## config.mk

```make
export PLATFORM = sky130hd
export DESIGN_NAME = td4_sequencer
export DESIGN_NICKNAME = d
export VERILOG_FILES = /design/src/rtl/td4_sequencer.sv
export SDC_FILE = /design/constraint.sdc
export NUM_CORES = 1
export LEC_CHECK = 0
export ABC_CLOCK_PERIOD_IN_PS = 2500
export CORE_ASPECT_RATIO = 0.9
export CORE_MARGIN = 5
export CORE_UTILIZATION = 47
export CTS_CLUSTER_SIZE = 30
export DETAILED_ROUTE_END_ITERATION = 10
export GPL_TIMING_DRIVEN = 0
export HOLD_SLACK_MARGIN = 0.1
export PLACE_DENSITY = 0.77
export SETUP_SLACK_MARGIN = 0.1
export SYNTH_ARGS = -nofsm -noshare
export SYNTH_HDL_FRONTEND = slang
export SYNTH_SLANG_ARGS = --single-unit
export TNS_END_PERCENT = 100
```

## constraint.sdc

```tcl
create_clock -name CLK -period 2.5 [get_ports CLK]
set_clock_uncertainty 0.2 [all_clocks]
set_input_delay 0.625 -clock CLK [delete_from_list [all_inputs] [get_ports CLK]]
set_output_delay 0.625 -clock CLK [all_outputs]
set_load 0.005 [all_outputs]
```

## src/rtl/td4_sequencer.sv

```systemverilog
// td4_sequencer: fetch/exec/write control sequencer for the TTM4 4-bit datapath.
// Decodes the ROM word, drives the register-stack strobes and bus enables,
// steers the PC counter and holds the carry flag. All outputs are registered.
module td4_sequencer #(
  parameter int unsigned WAIT_CYCLES = 1,
  parameter bit          RESET_RUN   = 1'b1
) (
  input  logic       CLK,
  input  logic       RST,
  input  logic       RUN,
  input  logic       STEP,
  input  logic [7:0] INSTR,
  input  logic       CARRY,
  output logic       nA_ST,
  output logic       nB_ST,
  output logic       nOUT_ST,
  output logic       nPC_ST,
  output logic       PC_INC,
  output logic       nA_OUT,
  output logic       nB_OUT,
  output logic       nIN_OUT,
  output logic [3:0] IMM,
  output logic       C_FLAG,
  output logic       BUSY,
  output logic       INSTR_DONE
);

  typedef enum logic [1:0] {ST_FETCH = 2'd0, ST_EXEC = 2'd1, ST_WRITE = 2'd2} state_t;
  typedef enum logic [1:0] {SRC_NONE = 2'd0, SRC_A = 2'd1, SRC_B = 2'd2, SRC_IN = 2'd3} src_t;
  typedef enum logic [2:0] {DST_NONE = 3'd0, DST_A = 3'd1, DST_B = 3'd2, DST_OUT = 3'd3,
                            DST_PC = 3'd4, DST_JNC = 3'd5} dst_t;

  localparam logic [3:0] WAIT_LAST = 4'(WAIT_CYCLES);

  // Bus source selected by an opcode (immediate-only ops leave the bus undriven).
  function automatic src_t decode_src(input logic [3:0] op);
    case (op)
      4'b0000, 4'b0100:          decode_src = SRC_A;
      4'b0101, 4'b0001, 4'b1001: decode_src = SRC_B;
      4'b0010, 4'b0110:          decode_src = SRC_IN;
      default:                   decode_src = SRC_NONE;
    endcase
  endfunction

  // Destination written in the WRITE cycle.
  function automatic dst_t decode_dst(input logic [3:0] op);
    case (op)
      4'b0000, 4'b0011, 4'b0001, 4'b0010: decode_dst = DST_A;
      4'b0101, 4'b0111, 4'b0100, 4'b0110: decode_dst = DST_B;
      4'b1001, 4'b1011:                   decode_dst = DST_OUT;
      4'b1111:                            decode_dst = DST_PC;
      4'b1110:                            decode_dst = DST_JNC;
      default:                            decode_dst = DST_NONE;
    endcase
  endfunction

  // Only the two ADD opcodes capture the adder carry.
  function automatic logic is_add(input logic [3:0] op);
    is_add = (op == 4'b0000) || (op == 4'b0101);
  endfunction

  state_t     state_r, state_nxt_s;
  logic [3:0] wait_cnt_r, wait_cnt_nxt_s;
  logic [7:0] ir_r, ir_nxt_s;
  logic [3:0] imm_r, imm_nxt_s;
  logic       step_d_r, step_seen_r, step_edge_s, run_ok_s, advance_s;
  logic       c_flag_r, c_flag_nxt_s;
  src_t       src_s;
  dst_t       dst_s;
  logic       busy_nxt_s, write_nxt_s, jump_s;
  logic       a_st_n_r, b_st_n_r, out_st_n_r, pc_st_n_r, pc_inc_r;
  logic       a_oe_n_r, b_oe_n_r, in_oe_n_r, busy_r, done_r;

  // Next-state, instruction capture and carry-flag update.
  always_comb begin
    state_nxt_s    = state_r;
    wait_cnt_nxt_s = wait_cnt_r;
    step_edge_s    = STEP & ~step_d_r;
    run_ok_s       = RUN & (RESET_RUN | step_seen_r);
    advance_s      = 1'b0;
    case (state_r)
      ST_FETCH: begin
        // A step edge only counts while halted; in free-run it is dropped.
        advance_s = run_ok_s | (step_edge_s & ~RUN);
        if (advance_s) begin
          state_nxt_s    = ST_EXEC;
          wait_cnt_nxt_s = 4'd0;
        end else begin
          state_nxt_s    = ST_FETCH;
        end
      end
      ST_EXEC: begin
        if (wait_cnt_r == WAIT_LAST) begin
          state_nxt_s = ST_WRITE;
        end else begin
          wait_cnt_nxt_s = wait_cnt_r + 4'd1;
        end
      end
      ST_WRITE: state_nxt_s = ST_FETCH;
      default:  state_nxt_s = ST_FETCH;
    endcase
    ir_nxt_s     = advance_s ? INSTR : ir_r;
    imm_nxt_s    = advance_s ? INSTR[3:0] : imm_r;
    c_flag_nxt_s = (state_r == ST_WRITE) ? (is_add(ir_r[7:4]) & CARRY) : c_flag_r;
  end

  // Output decode one cycle ahead so the registered outputs line up with the state.
  always_comb begin
    src_s       = decode_src(ir_nxt_s[7:4]);
    dst_s       = decode_dst(ir_nxt_s[7:4]);
    busy_nxt_s  = (state_nxt_s != ST_FETCH);
    write_nxt_s = (state_nxt_s == ST_WRITE);
    // JNC sees the flag as it stood before this WRITE.
    jump_s      = (dst_s == DST_PC) || ((dst_s == DST_JNC) && !c_flag_r);
  end

  // Sequencer state, instruction register, step edge tracking and carry flag.
  always_ff @(posedge CLK or negedge RST) begin
    if (!RST) begin
      state_r     <= ST_FETCH;
      wait_cnt_r  <= 4'd0;
      ir_r        <= 8'h00;
      imm_r       <= 4'd0;
      step_d_r    <= 1'b0;
      step_seen_r <= 1'b0;
      c_flag_r    <= 1'b0;
    end else begin
      state_r     <= state_nxt_s;
      wait_cnt_r  <= wait_cnt_nxt_s;
      ir_r        <= ir_nxt_s;
      imm_r       <= imm_nxt_s;
      step_d_r    <= STEP;
      step_seen_r <= step_seen_r | step_edge_s;
      c_flag_r    <= c_flag_nxt_s;
    end
  end

  // Registered strobes and enables, glitch-free toward the register stack.
  always_ff @(posedge CLK or negedge RST) begin
    if (!RST) begin
      a_st_n_r   <= 1'b1;
      b_st_n_r   <= 1'b1;
      out_st_n_r <= 1'b1;
      pc_st_n_r  <= 1'b1;
      pc_inc_r   <= 1'b0;
      a_oe_n_r   <= 1'b1;
      b_oe_n_r   <= 1'b1;
      in_oe_n_r  <= 1'b1;
      busy_r     <= 1'b0;
      done_r     <= 1'b0;
    end else begin
      a_st_n_r   <= ~(write_nxt_s && (dst_s == DST_A));
      b_st_n_r   <= ~(write_nxt_s && (dst_s == DST_B));
      out_st_n_r <= ~(write_nxt_s && (dst_s == DST_OUT));
      pc_st_n_r  <= ~(write_nxt_s && jump_s);
      pc_inc_r   <= write_nxt_s && !jump_s;
      a_oe_n_r   <= ~(busy_nxt_s && (src_s == SRC_A));
      b_oe_n_r   <= ~(busy_nxt_s && (src_s == SRC_B));
      in_oe_n_r  <= ~(busy_nxt_s && (src_s == SRC_IN));
      busy_r     <= busy_nxt_s;
      done_r     <= (state_r == ST_WRITE);
    end
  end

  assign nA_ST      = a_st_n_r;
  assign nB_ST      = b_st_n_r;
  assign nOUT_ST    = out_st_n_r;
  assign nPC_ST     = pc_st_n_r;
  assign PC_INC     = pc_inc_r;
  assign nA_OUT     = a_oe_n_r;
  assign nB_OUT     = b_oe_n_r;
  assign nIN_OUT    = in_oe_n_r;
  assign IMM        = imm_r;
  assign C_FLAG     = c_flag_r;
  assign BUSY       = busy_r;
  assign INSTR_DONE = done_r;

endmodule

```

-- Yosys cells after proc, flatten, opt, wreduce, memory -nomap -nowiden
Memory sizes are Yosys's and may differ from the RTL's.
Cells that the tools add are included.
- memories kept: 1
- output and inout bits: 15
- memory bits (read-only): 48
- bits of input ports: 13
- logic and storage cells: 83
- register bits after elaboration: 26
- $add $sub $neg: 1
- bitwise gates (word level): 13
- equal/unequal tests: 21
- reductions and logical operators: 22
- multiplexer cells: 9
- memories (name ; depth ; width ; rd ports ; clocked after memory_dff ; wr ports ; RTL line ; RTL):
    (name not given) ; 16 ; 3 ; 1 ; 0 ; 0 ; 47 ; case (op)
- operator list (operator ; number):
    == test 4 x 3 -> 1 bit (second input constant) ; 4
    logical AND 1 bit ; 9
    NOT 1 bit ; 9
    == test 2 bit (second input constant) ; 4
    == test 4 x 1 -> 1 bit (second input constant) ; 2
    zero test 4 bit ; 2
    two-way mux 4 bit ; 2
    two-way mux 8 bit ; 1
    case mux 4 bit (2 select lines) ; 1
    == test 3 x 2 -> 1 bit (second input constant) ; 2
    == test 3 bit (second input constant) ; 2
    case mux 2 bit (3 select lines) ; 1
    adder 4 x 1 -> 4 bit (second input constant) ; 1
    == test 2 x 1 -> 1 bit (second input constant) ; 2
    == test 4 x 2 -> 1 bit (second input constant) ; 1
    == test 4 bit (second input constant) ; 1
    != test 2 bit (second input constant) ; 2
    case mux 2 bit (2 select lines) ; 1
    nonzero test 2 bit ; 2
    OR reduction 2 bit ; 2
    bitwise AND 1 bit ; 3
    == test 3 x 1 -> 1 bit (second input constant) ; 1
    AND reduction 3 bit ; 1
    OR reduction 3 bit ; 1
    6 further kinds ; 9

-- Depth between registers and ports, before layout
- depth in word-level cells: 12
- mapped depth: 6

-- Worst setup path after synthesis
OpenSTA, ideal clock, no wires.
- kind: in2reg
- start point: in STEP
- end point: reg pc_inc_r, in the netlist PC_INC
- arrival time: 1514 ps
- path slack: 709 ps
- cell stages on the path: 4
- setup time: 78 ps
- required time: 2222 ps
- path buffers: 0
- cell sequence: nand2b_4 -> a211o_4 -> a221o_1 -> a21boi_1
- longest elaborated chain between the ends: 11
- elaborated cells on any way between the ends: 15
- those cells by class: eq/ne: 3; mux: 4; bitwise: 3; reduce/logical: 4; memory: 1
- ends and longest elaborated chain (element ; RTL line ; RTL):
    from (decl) ; 11 ; input logic STEP,
    bitwise AND 1 bit * ; 78 ; step_edge_s = STEP & ~step_d_r;
    bitwise AND 1 bit * ; 84 ; advance_s = run_ok_s | (step_edge_s & ~RUN);
    bitwise OR 1 bit * ; 84 ;
    two-way mux 1 bit ; 81 ; case (state_r)
    two-way mux 8 bit ; 102 ; ir_nxt_s = advance_s ? INSTR : ir_r;
    memory read (16 x 3 bit) ; - ;
    == test 3 bit ; 114 ; jump_s = (dst_s == DST_PC) || ((dst_s == DST_JNC) && !c_flag_r);
    logical AND 1 bit ; 114 ;
    logical OR 1 bit ; 114 ;
    zero test 1 bit ; 156 ; pc_inc_r <= write_nxt_s && !jump_s;
    logical AND 1 bit * ; 156 ;
    to (signal assigned) ; 156 ;
    to (decl) ; 71 ; logic a_st_n_r, b_st_n_r, out_st_n_r, pc_st_n_r, pc_inc_r;
Every way passes the cells marked *; elsewhere a longest branch is shown, timed or not.
A chain may end at the register's enable or synchronous reset.

-- Worst setup path after layout
- start point: reg b_st_n_r, in the netlist nB_ST
- end point: out nB_ST
- RTL lines (element ; RTL line ; RTL):
    from (decl) ; 71 ;
    from (signal assigned) ; 153 ; b_st_n_r <= ~(write_nxt_s && (dst_s == DST_B));
    to (decl) ; 15 ; output logic nB_ST,
No word-level cell between the ends.

==> impl_metrics.tcl <==
set metrics [dict create \
    total_power_uw 1720 \
    cp_slowest_cell "dfstp_2" \
    finalMaxSlewViolations 0 \
    clock_path_buffers 2 \
    numCtsBuffers 3 \
    cts_tree "done" \
    vias 790 \
    synth-seq-cells 26 \
    outcome "finished, final reports clean" \
    cts_resized 0 \
    crit_arrival_ns 1.36 \
    dpl.cell_count 146 \
    io_pins 28 \
    p_switching_uw 540 \
    synthesis.area_um2 1130 \
    worst_skew_pair.late_latency_ns 0.32 \
    synthTopCellsByArea "dfrtp_1 (42%), dfstp_2 (16%), mux2_2 (5.0%)" \
    power.density_nw_per_um2 1160 \
    instances_no_fill 150 \
    crit_required_ns 1.67 \
    layout_commonest_cell "clkdlybuf4s50_1" \
    wl_met1_um 853 \
    met2_wirelength_um 981 \
    rsz0062_at_grt "no" \
    critical_path.max_stage_delay_ns 0.54 \
    setup_tns_ns 0 \
    drtPass1Iterations 4 \
    switching_share_pct 31.4 \
    ant_nets 0 \
    fin_crit_ns 2.18 \
    start_util_pct 50.2 \
    placed_cell_area_um2 1430 \
    pwr-share-clk_pct 16.4 \
    pre_cts_ws_ns 0.0663 \
    worstSetupEndpointType "primary output" \
    grt_start_max_net_pins 27 \
    critical_path_class "register to primary output" \
    synth_fp_nets 107 \
    core-area_um2 2240 \
    setup_violations 0 \
    cts.reportedPaths.clkPinSlew_ns 0.13 \
    htreeDepth 1 \
    start_kind "register" \
    netlist.area_leader.share_pct 42.2 \
    p_leak_uw 0.000658 \
    synth_top_area_cell "dfrtp_1" \
    grt_pass1_vias 844 \
    hp-class "register to register" \
    drive_gt1_share_pct 20.3 \
    synth_cells 92 \
    grtUsageTotal_pct 13.7 \
    hold_violations 0 \
    combPwrFrac_pct 42.4 \
    layout.nets 139 \
    overflow 0 \
    p_int_uw 1180 \
    syn_avg_cell_area_um2 12.2 \
    setup_slack_ns 0.318 \
    critPathBufInv 1 \
    num_rows 16 \
    cap_violations 0 \
    final_area_um2 1480 \
    drtIter0Drc 16 \
    worst_pin_slew_ns 1.11 \
    dp_hpwl_mm 1.61 \
    max-slew-margin-rel_pct 25.5 \
    area_delta_synth_final_pct 31.7 \
    drt-vias-per-instance 5.27 \
    fmax_mhz 458 \
    synth_cell_types 28 \
    routedWlPerCell_um 14.0 \
    period_share_pct 87.3 \
    critPathMaxFanout 1 \
    path_cells "clkdlybuf4s50_1" \
    fp.dieW_um 61.6 \
    antenna_found_initial 0 \
    port_buffers 27 \
    fp.dieH_um 56.4 \
    root_buffer "clkbuf_4" \
    wl_met3_um 247 \
    final_cell_mix "clkdlybuf4s50_1 (27), dfrtp_1 (19), inv_1 (7), nand2_1 (7), dfstp_2 (7)" \
    seqPwrFrac_pct 41.2 \
    antenna_cells 0 \
    highest_layer "met4" \
    synth-seq-area-share_pct 58.6 \
    cts_sinks 26 \
    postCtsSetupRepairBufs 0 \
    die_area_um2 3480 \
    grt_pass1_wl_mm 3.59 \
    hold_buffers 0 \
    drc 0 \
    drt_wl_total_mm 2.11 \
    yosys_warnings 0 \
    ir_drop_v 0.000780 \
    gp_congestion 0.748 \
    crit_family "flip-flops" \
    fillers 179 \
]
==> kinds of logic after synthesis <==
family,count (synthesis),share of synthesized area (%)
buf+inv,12,6.00
flops,26,58.6
fa+ha+maj,2,2.22
mux,10,10.6
compound gates,13,8.33
simple gates,27,12.8
xor+xnor,2,1.56
==> stage by stage <==
step,util (%),hold WS (ns)
6_report,66.1,0.323
5_1_grt,66.1,0.341
4_1_cts,66.1,0.328
3_5_place_dp,63.8,0.298
3_3_place_gp,63.8,0.287
2_1_floorplan,-,0.129
==> routing by layer <==
layer  up-vias  GRT usage [%]
li1        377              -
met1       370           17.4
met2        40           21.2
met4         0           5.76
met5         -              0
met3         3           4.36
==> synthesized netlist by cell type <==
cell type	instances
a22o_1	1
nand2_1	7
nand4_1	3
a221o_1	1
mux2i_4	1
a21boi_1	1
dfstp_2	7
xnor2_1	2
buf_6	1
ha_1	2
nor2_1	4
or3_1	1
a211o_4	1
a21oi_1	5
mux2_2	5
o21ai_0	2
nand2b_1	1
dfrtp_1	19
nor2b_1	2
nand2b_4	1
inv_1	7
nand3_1	6
mux2i_1	4
or3b_2	1
buf_4	4
o211ai_1	1
and2_1	1
o31ai_1	1
==> flip-flops by register name, summed over array words and instances, names as in the netlist <==
signal / cells
C_FLAG: 1
nPC_ST: 1
INSTR_DONE: 1
nB_ST: 1
nA_OUT: 1
state_r: 2
step_d_r: 1
BUSY: 1
nA_ST: 1
IMM: 4
nIN_OUT: 1
nB_OUT: 1
PC_INC: 1
wait_cnt_r: 4
nOUT_ST: 1
ir_r: 4
==> path summary, 6_finish.rpt <==
| check | from | end | slack [ns] | cells past startpoint |
|---|---|---|---|---|
| min reg2reg | IMM[1]$_DFFE_PN0N_ | IMM[1]$_DFFE_PN0N_ | 0.32 | 1 |
| max | nB_ST$_DFF_PN1_ | nB_ST | 0.32 | 1 |
| min in group asynchronous | RST | wait_cnt_r[2]$_DFFE_PN0P_ | 0.69 | 1 |
| min | IMM[1]$_DFFE_PN0N_ | IMM[1]$_DFFE_PN0N_ | 0.32 | 1 |
| max in group asynchronous | RST | wait_cnt_r[1]$_DFFE_PN0P_ | 0.75 | 1 |
| max reg2reg | wait_cnt_r[1]$_DFFE_PN0P_ | PC_INC$_DFF_PN0_ | 0.55 | 5 |
==> area by class of cell <==
type / instances / area, µm² / area share [%]
multi-input combinational: 54 / 399 / 26.9
clock buffer: 3 / 22.5 / 1.52
tap: 27 / 33.8 / 2.28
timing repair buffer: 27 / 270 / 18.2
clock inverter: 1 / 30.0 / 2.03
sequential: 26 / 659 / 44.5
inverter: 7 / 26.3 / 1.77
buffer: 5 / 41.3 / 2.78
==> power by group through the flow <==
| stage | Sequential, µW | Clock, µW | Combinational (µW) |
|---|---|---|---|
| after global placement | 705 | 0 | 717 |
| after CTS | 708 | 290 | 737 |
| after global routing | 730 | 309 | 808 |
| final | 708 | 282 | 728 |
| after detailed placement | 716 | 0 | 735 |
| after floorplan | 702 | 0 | 442 |
No activity file was read; power rests on OpenSTA's default activity.
